## src/rtl/modn_sched_pkg.sv

```systemverilog
// Shared definitions for the modn_sched block: FSM state type, the smallest
// modulus the counter can run with, and helpers that clamp the requested
// modulus and loop count into their legal ranges.
package modn_sched_pkg;

  typedef enum logic [1:0] {
    IDLE = 2'd0,
    RUN  = 2'd1,
    DONE = 2'd2
  } state_e;

  // A mod-1 counter would never leave 0, so wrap detection needs at least 2 states.
  localparam int unsigned MIN_MOD = 2;

  function automatic int unsigned clamp_mod(input int unsigned m);
    return (m < MIN_MOD) ? MIN_MOD : m;
  endfunction

  // A run always lasts at least one full wrap.
  function automatic int unsigned clamp_loops(input int unsigned l);
    return (l == 0) ? 1 : l;
  endfunction

endpackage

```

## src/rtl/rr_arbiter.sv

```systemverilog
// Combinational round-robin arbiter. Searches the request vector starting at
// ptr_i and wrapping around; the first set request wins.
//   req_i   : request levels
//   ptr_i   : index where the search starts (highest priority this round)
//   en_i    : arbitration enable; when low no winner is reported
//   gnt_o   : one-hot winner
//   idx_o   : binary index of the winner
//   valid_o : a winner exists
module rr_arbiter #(
  parameter int NREQ = 4,
  parameter int PTRW = $clog2(NREQ)
) (
  input  logic [NREQ-1:0] req_i,
  input  logic [PTRW-1:0] ptr_i,
  input  logic            en_i,
  output logic [NREQ-1:0] gnt_o,
  output logic [PTRW-1:0] idx_o,
  output logic            valid_o
);

  int   cand;
  logic found;

  always_comb begin
    // NOTE: every output of a combinational block gets a default first, so no
    // path leaves it unassigned and no latch is inferred.
    gnt_o   = '0;
    idx_o   = '0;
    valid_o = 1'b0;
    found   = 1'b0;
    cand    = 0;
    if (en_i) begin
      for (int i = 0; i < NREQ; i++) begin
        cand = (int'(ptr_i) + i) % NREQ;
        if (!found && req_i[cand]) begin
          found       = 1'b1;
          gnt_o[cand] = 1'b1;
          idx_o       = PTRW'(cand);
        end
      end
      valid_o = found;
    end
  end

endmodule

```

## src/rtl/modn_sched.sv

```systemverilog
// Time-shares one programmable mod-M counter among NREQ requesters.
// A round-robin winner's modulus M and loop count L are latched (and clamped);
// the counter then runs for L wraps, pulses done for the winner and releases.
//   clk      : rising-edge clock
//   rst      : asynchronous active-low reset
//   req      : per-requester request levels
//   mod_in   : modulus for requester i at [i*WIDTH +: WIDTH]
//   loops_in : wrap count for requester i at [i*LOOPW +: LOOPW]
//   abort    : terminates the current run without a done pulse
//   gnt      : one-hot grant, held for the run plus the done cycle
//   busy     : resource owned (FSM not idle)
//   cnt_q    : shared counter value
//   wrap     : high while the counter sits at M-1
//   done     : one-cycle completion pulse for the granted requester
module modn_sched
  import modn_sched_pkg::*;
#(
  parameter int NREQ  = 4,
  parameter int WIDTH = 8,
  parameter int LOOPW = 4
) (
  input  logic                   clk,
  input  logic                   rst,
  input  logic [NREQ-1:0]        req,
  input  logic [NREQ*WIDTH-1:0]  mod_in,
  input  logic [NREQ*LOOPW-1:0]  loops_in,
  input  logic                   abort,
  output logic [NREQ-1:0]        gnt,
  output logic                   busy,
  output logic [WIDTH-1:0]       cnt_q,
  output logic                   wrap,
  output logic [NREQ-1:0]        done
);

  localparam int PTRW = $clog2(NREQ);

  state_e            state_q, state_d;
  logic [PTRW-1:0]   ptr_q,   ptr_d;
  logic [WIDTH-1:0]  mod_q,   mod_d;
  logic [LOOPW-1:0]  loops_q, loops_d;
  logic [LOOPW-1:0]  wcnt_q,  wcnt_d;   // wraps completed so far in this run
  logic [WIDTH-1:0]  cnt_d;
  logic [NREQ-1:0]   gnt_q,   gnt_d;
  logic [NREQ-1:0]   done_q,  done_d;

  logic [NREQ-1:0]   arb_gnt;
  logic [PTRW-1:0]   arb_idx;
  logic              arb_valid;
  logic [WIDTH-1:0]  mod_sel;
  logic [LOOPW-1:0]  loops_sel;

  rr_arbiter #(
    .NREQ (NREQ),
    .PTRW (PTRW)
  ) u_arb (
    .req_i   (req),
    .ptr_i   (ptr_q),
    .en_i    (state_q == IDLE),
    .gnt_o   (arb_gnt),
    .idx_o   (arb_idx),
    .valid_o (arb_valid)
  );

  assign mod_sel   = mod_in[arb_idx*WIDTH +: WIDTH];
  assign loops_sel = loops_in[arb_idx*LOOPW +: LOOPW];

  assign wrap = (state_q == RUN) && (cnt_q == mod_q - 1'b1);
  assign busy = (state_q != IDLE);
  assign gnt  = gnt_q;
  assign done = done_q;

  always_comb begin
    state_d = state_q;
    ptr_d   = ptr_q;
    mod_d   = mod_q;
    loops_d = loops_q;
    wcnt_d  = wcnt_q;
    cnt_d   = cnt_q;
    gnt_d   = gnt_q;
    done_d  = '0;
    unique case (state_q)
      IDLE: begin
        if (arb_valid) begin
          state_d = RUN;
          gnt_d   = arb_gnt;
          ptr_d   = (arb_idx == PTRW'(NREQ - 1)) ? '0 : arb_idx + 1'b1;
          mod_d   = WIDTH'(clamp_mod(32'(mod_sel)));
          loops_d = LOOPW'(clamp_loops(32'(loops_sel)));
          wcnt_d  = '0;
          cnt_d   = '0;
        end
      end
      RUN: begin
        if (abort) begin
          // Abort outranks everything, including a coincident final wrap.
          state_d = IDLE;
          gnt_d   = '0;
          cnt_d   = '0;
        end else if (wrap) begin
          cnt_d = '0;
          if (wcnt_q == loops_q - 1'b1) begin
            state_d = DONE;
            done_d  = gnt_q;
          end else begin
            wcnt_d = wcnt_q + 1'b1;
          end
        end else begin
          cnt_d = cnt_q + 1'b1;
        end
      end
      DONE: begin
        // Unconditional return to IDLE guarantees a one-cycle gap between runs.
        state_d = IDLE;
        gnt_d   = '0;
        cnt_d   = '0;
      end
      default: begin
        state_d = IDLE;
        gnt_d   = '0;
        cnt_d   = '0;
      end
    endcase
  end

  always_ff @(posedge clk or negedge rst) begin
    if (!rst) begin
      state_q <= IDLE;
      ptr_q   <= '0;
      mod_q   <= WIDTH'(MIN_MOD);
      loops_q <= LOOPW'(1);
      wcnt_q  <= '0;
      cnt_q   <= '0;
      gnt_q   <= '0;
      done_q  <= '0;
    end else begin
      // NOTE: registers update with non-blocking assignments so every flop
      // samples the pre-edge values regardless of statement order.
      state_q <= state_d;
      ptr_q   <= ptr_d;
      mod_q   <= mod_d;
      loops_q <= loops_d;
      wcnt_q  <= wcnt_d;
      cnt_q   <= cnt_d;
      gnt_q   <= gnt_d;
      done_q  <= done_d;
    end
  end

endmodule

```

## config.mk

```make
export PLATFORM = sky130hd
export DESIGN_NAME = modn_sched
export DESIGN_NICKNAME = d
export VERILOG_FILES = /design/src/rtl/modn_sched_pkg.sv /design/src/rtl/rr_arbiter.sv /design/src/rtl/modn_sched.sv
export SDC_FILE = /design/constraint.sdc
export NUM_CORES = 1
export LEC_CHECK = 0
export BUFFER_PORTS_ARGS = -buffer_cell sky130_fd_sc_hd__buf_4
export CAP_MARGIN = 20
export CELL_PAD_IN_SITES_DETAIL_PLACEMENT = 0
export CELL_PAD_IN_SITES_GLOBAL_PLACEMENT = 1
export CORE_MARGIN = 2
export CORE_UTILIZATION = 32
export CTS_CLUSTER_SIZE = 28
export DETAILED_ROUTE_END_ITERATION = 6
export HOLD_SLACK_MARGIN = 0.12
export PLACE_DENSITY_LB_ADDON = 0.1
export SLEW_MARGIN = 30
export SYNTH_ARGS = -nofsm -noshare
export SYNTH_HDL_FRONTEND = slang
export SYNTH_SLANG_ARGS = --single-unit
```

## constraint.sdc

```tcl
create_clock -name clk -period 3.35 [get_ports clk]
set_input_delay 0 -clock clk [delete_from_list [all_inputs] [get_ports clk]]
set_output_delay 0 -clock clk [all_outputs]
set_load 0.01 [all_outputs]
```

-- Word-level counts from Yosys, hierarchy flattened
Index checks and enable logic that the tools add are counted.
- register bits after elaboration: 36
- input bits: 55
- output and inout bits: 18
- logic and storage cells: 129
- add/subtract/negate cells: 8
- magnitude comparators: 9
- eq/ne operators: 11
- shift operators: 2
- mux-type cells: 63
- bitwise operators: 6
- reduce and logical (&&, ||, !) cells: 22
- operators by type and width (kind ; count):
    $mux W4 ; 18
    $mux W8 ; 4
    $shiftx A32 B6 Y8 ; 1
    $mux W2 ; 10
    $mux W1 ; 19
    $pmux W4 S2 ; 2
    $pmux W8 S2 ; 1
    $shiftx A16 B5 Y4 ; 1
    $lt A3 B4 Y1 const B ; 3
    $or A4 B4 Y4 ; 3
    $ne A2 B2 Y1 const B ; 5
    $ge A3 B1 Y1 const B ; 3
    $add A8 B1 Y8 const B ; 1
    $bmux W1 S2 ; 4
    $demux W1 S2 ; 4
    $eq A8 B8 Y1 ; 1
    $logic_and A1 B1 Y1 ; 8
    $lt A8 B2 Y1 const B ; 1
    $sub A8 B1 Y8 const B ; 1
    $reduce_or A2 Y1 ; 3
    $reduce_and A5 Y1 ; 1
    $add A2 B1 Y2 const B ; 2
    $add A2 B2 Y2 const B ; 2
    $add A4 B1 Y4 const B ; 1
    other kinds (16) ; 22

-- Longest topological paths before layout
- depth after elaboration: 20
- gate-level depth with buffers: 14
- gate-level depth less buffers: 10

-- By module
A second synthesis with hierarchy kept.
- cells, all modules: 293
- area, all modules: 2792.7 um^2
- modules (own cells, without submodules) (module ; times used ; cells an instance ; area each (um^2) ; seq. area each (um^2)):
    modn_sched ; 1 ; 235 ; 2257.2 ; 903.4
    rr_arbiter ; 1 ; 58 ; 535.5 ; 0.0

-- Least setup slack after synthesis
OpenSTA, ideal clock, no wires.
- path type: register -> register
- start: reg ptr_q[0]
- end: reg mod_q[0]
- library setup time: 0.126 ns
- arrival: 3.072 ns
- required time: 3.224 ns
- path slack: 0.152 ns
- stages on the path, launching flop included: 15
- path buffers: 4
- period minus slack after synthesis: 3.198 ns
- cell sequence: dfrtp_1 buf_6 buf_2 inv_1 ha_1 buf_6 mux2i_2 o21ai_2 o21ai_2 nand4_1 clkbuf_1 and3_1 a211oi_2 o22ai_1 o32a_1
- cells in the longest elaborated chain, start to end: 19
- elaborated cells between the ends (all ways): 37
- those cells by class: 3 x add/sub; 1 x order compare; 1 x shift; 25 x mux; 7 x reduce/logical
- RTL lines (item ; RTL line ; text):
    from (decl) ; modn_sched.sv:38 ; logic [PTRW-1:0] ptr_q, ptr_d;
    from (signal assigned) ; modn_sched.sv:139 ; ptr_q <= ptr_d;
    branches (longest 19 deep; another with $add A2 B1 Y2) ; -- ;
    to (signal assigned) ; modn_sched.sv:129 ; mod_q <= WIDTH'(MIN_MOD);
    to (signal assigned) ; modn_sched.sv:140 ; mod_q <= mod_d;
    to (decl) ; modn_sched.sv:39 ; logic [WIDTH-1:0] mod_q, mod_d;
Several ways; the timed one is not identified. The select of a mux whose other input is x is not followed.
A chain may end at the register's enable or synchronous reset.

-- Worst setup path after layout
- start: reg ptr_q[1]
- end: reg mod_q[2]
Same word-level chain as after synthesis.

==> metrics <==
Final ANT Viol Nets=0; Worst Skew=0.00619 ns; most common cell after layout, fill and taps aside=buf_4; GRT overflow=0; area grow syn2layout=30.8%; Min Hold Slack=0.119 ns; Tcrit/Tclk final=94.8%; commonest cells after routing, fill and taps aside=83 x buf_4, 35 x nand2_1, 34 x dfrtp_1; Skew-Pair Late Insertion Delay=0.28 ns; vias in the first global route=2604; Netlist cell types=64; leading area contributor after synthesis=dfrtp_1; Post-Syn Area per Cell=8.56 sq um; clock share of power=11.6%; Crit path max-delay family=compound AO/OA/AOI/OAI gates; Tmin final=3.17 ns; Top FF cell, synth=dfrtp_1; Vias/cell=5.29; CP Launch Type=register; status=finished clean; clock transition at the registers of the reported paths=0.07 ns; row count=34; Mapped Cells=330; Core Box Area=0.00864 sq mm; Finished Core Util=42.8%; Slew Limit Fails=0; Seq cells post-synth=36; # port buffers=72; post-DR wirelength/cell=15.2 um; dpl cell area=0.00350 sq mm; Leakage=1.70 nW; worst min path class=primary input to register; Max Buffers Root-to-Sink=2; Final Setup Violations=0; CTS Buf Count=5; Seq/Total Area, Yosys=32.0%; all-layer global routing usage=16.5%; CP cell instances=inv_1, ha_1, mux2i_1, o32ai_2, nand2_1, a211o_2, and3_1, a211oi_1, o31ai_1, dlygate4sd3_1; sequential power share=24.8%; DRT iter0 DRCs=109; max-cap violations=0; switching share of power=45.9%; PnR worst setup slack=0.175 ns; P_int=1.58 mW; Max-slew headroom=41.9%; first-pass GRT wire length=13200 um; die width=97.9 um; EDFF count, synth=0; CP max FO=17; logic gate share of total power=63.7%; Max Clk Rate=315 MHz; Routed WL=7920 um; Worst Path Required=3.51 ns; CP bufs+invs=2; Pwr Density=791 mW/mm^2; Post-Syn Area=0.00282 sq mm; Final Net Count=478; share of the synthesized area in the top cell type=30.1%; RSZ-0062 raised after global routing=true; number of detailed-route iterations in the first pass=4; share of layout cells above drive strength 1=27.1%; yosys warns=0; CTS root buf=clkbuf_8; Die Area=0.00959 sq mm; initial core utilization=32.7%; Ant. Diodes=0; CTS tree=yes; maximum vdd drop=312 uV; Synthesized Nets=395; Crit Path Category=register to register; design area=0.00369 sq mm; final hold vios=0; H-Tree Depth=2; CP peak stage delay=0.55 ns; worst slack, placed=0.0680 ns; Critical Path AT=3.34 ns; initial antenna violation count=0; chip height=97.9 um; Worst Setup End Kind=register; largest net degree at the start of global routing=37; Final GP Congestion=0.799; DRC viols=0; CTS Sinks=36; top-level I/O count=73; synth top area cells=dfrtp_1 30%, nand2_1 4.7%, ha_1 4.4%, and3_1 4.2%, a211oi_1 4.0%; CP max-delay cell=dlygate4sd3_1; Post-synth ARST share=100%; DR vias=2762; hpwl dp=6280 um; Tightest Pin Transition=0.871 ns; P_sw=1.34 mW
[routing by layer]
layer	global-route usage, %	part of all wire [%]
met1	24.9	50
met2	24.6	44
met3	2.65	5.0
met4	3.95	1.0
met5	0	0
[repair_timing]
action,4_1_cts,5_1_grt
hold endpoints to repair,42,0
endpoints found under the setup margin,0,3
gates resized for setup,0,5
hold buffers,7,0
buffers inserted,0,0
[kinds of logic after synthesis]
group	count (synthesis)	synth area share, %
buf+inv	31	5.18
flops	36	32.0
compound gates	95	25.6
fa+ha+maj	10	4.43
mux	9	3.46
simple gates	126	22.2
xor+xnor	23	7.13
[worst paths after layout]
| kind | startpoint | to | slack [ns] | cells past startpoint |
|---|---|---|---|---|
| min reg2reg | loops_q[3]$_DFFE_PN0P_ | loops_q[3]$_DFFE_PN0P_ | 0.49 | 2 |
| max in group asynchronous | rst | mod_q[1]$_DFFE_PN1P_ | 2.78 | 2 |
| min in group asynchronous | rst | done[3]$_DFF_PN0_ | 0.21 | 2 |
| max | ptr_q[1]$_DFFE_PN0P_ | mod_q[2]$_DFFE_PN0P_ | 0.18 | 10 |
| max reg2reg | ptr_q[1]$_DFFE_PN0P_ | mod_q[2]$_DFFE_PN0P_ | 0.18 | 10 |
| min | mod_in[13] | mod_q[5]$_DFFE_PN0P_ | 0.12 | 3 |
[cell usage after synthesis (3+ instances only)]
cell and count:
and2_1 3, o311ai_0 3, nand2b_1 6, mux2_2 3, and3_1 19, a221oi_1 4, nand4_1 4, inv_1 17
nand2_1 35, nand3_1 8, o31ai_1 9, a211oi_2 3, o21ai_0 13, a21oi_1 9, a211oi_1 15, clkbuf_1 4
o22ai_1 5, xor2_1 12, dfrtp_1 34, xnor2_1 11, nor3_1 6, buf_6 3, a31oi_1 5, mux2i_1 5
or3_1 3, a22oi_1 4, ha_1 10, nor2_1 28, buf_2 6
[layout make-up]
cell class              count  area, sq um
flip-flops and latches     36          903
repair buffers             90          693
fillers                   885         4940
inverters                  17         63.8
well taps                 108          135
clock buffers               8          100
multi-input cells         263         1800
[power groups by stage]
stage,clock network [mW],registers [mW],logic (mW)
2_1_floorplan,0,0.720,1.35
3_3_place_gp,0,0.733,1.82
3_5_place_dp,0,0.736,1.81
4_1_cts,0.351,0.728,1.84
5_1_grt,0.368,0.752,2.08
6_report,0.338,0.725,1.86
[worst min-delay path: stages]
cell and delay (ns):
buf_4 0.08, a211oi_2 0.06, o31ai_1 0.22
[state kept, by name (all words and copies together), names as in the netlist]
| signal | count |
|---|---|
| cnt_q | 8 |
| ptr_q | 2 |
| gnt | 4 |
| wcnt_q | 4 |
| mod_q | 8 |
| state_q | 2 |
| loops_q | 4 |
| done | 4 |
[per-stage QoR]
| stage | cells | total power, mW | setup TNS (ns) |
|---|---|---|---|
| final | 522 | 2.92 | 0 |
| after global routing | 522 | 3.20 | -0.00500 |
| after CTS | 522 | 2.92 | 0 |
| after detailed placement | 507 | 2.55 | 0 |
| after global placement | 507 | 2.55 | 0 |
| after floorplan | 330 | 2.07 | 0 |
Power figures use the tool's default switching activity.
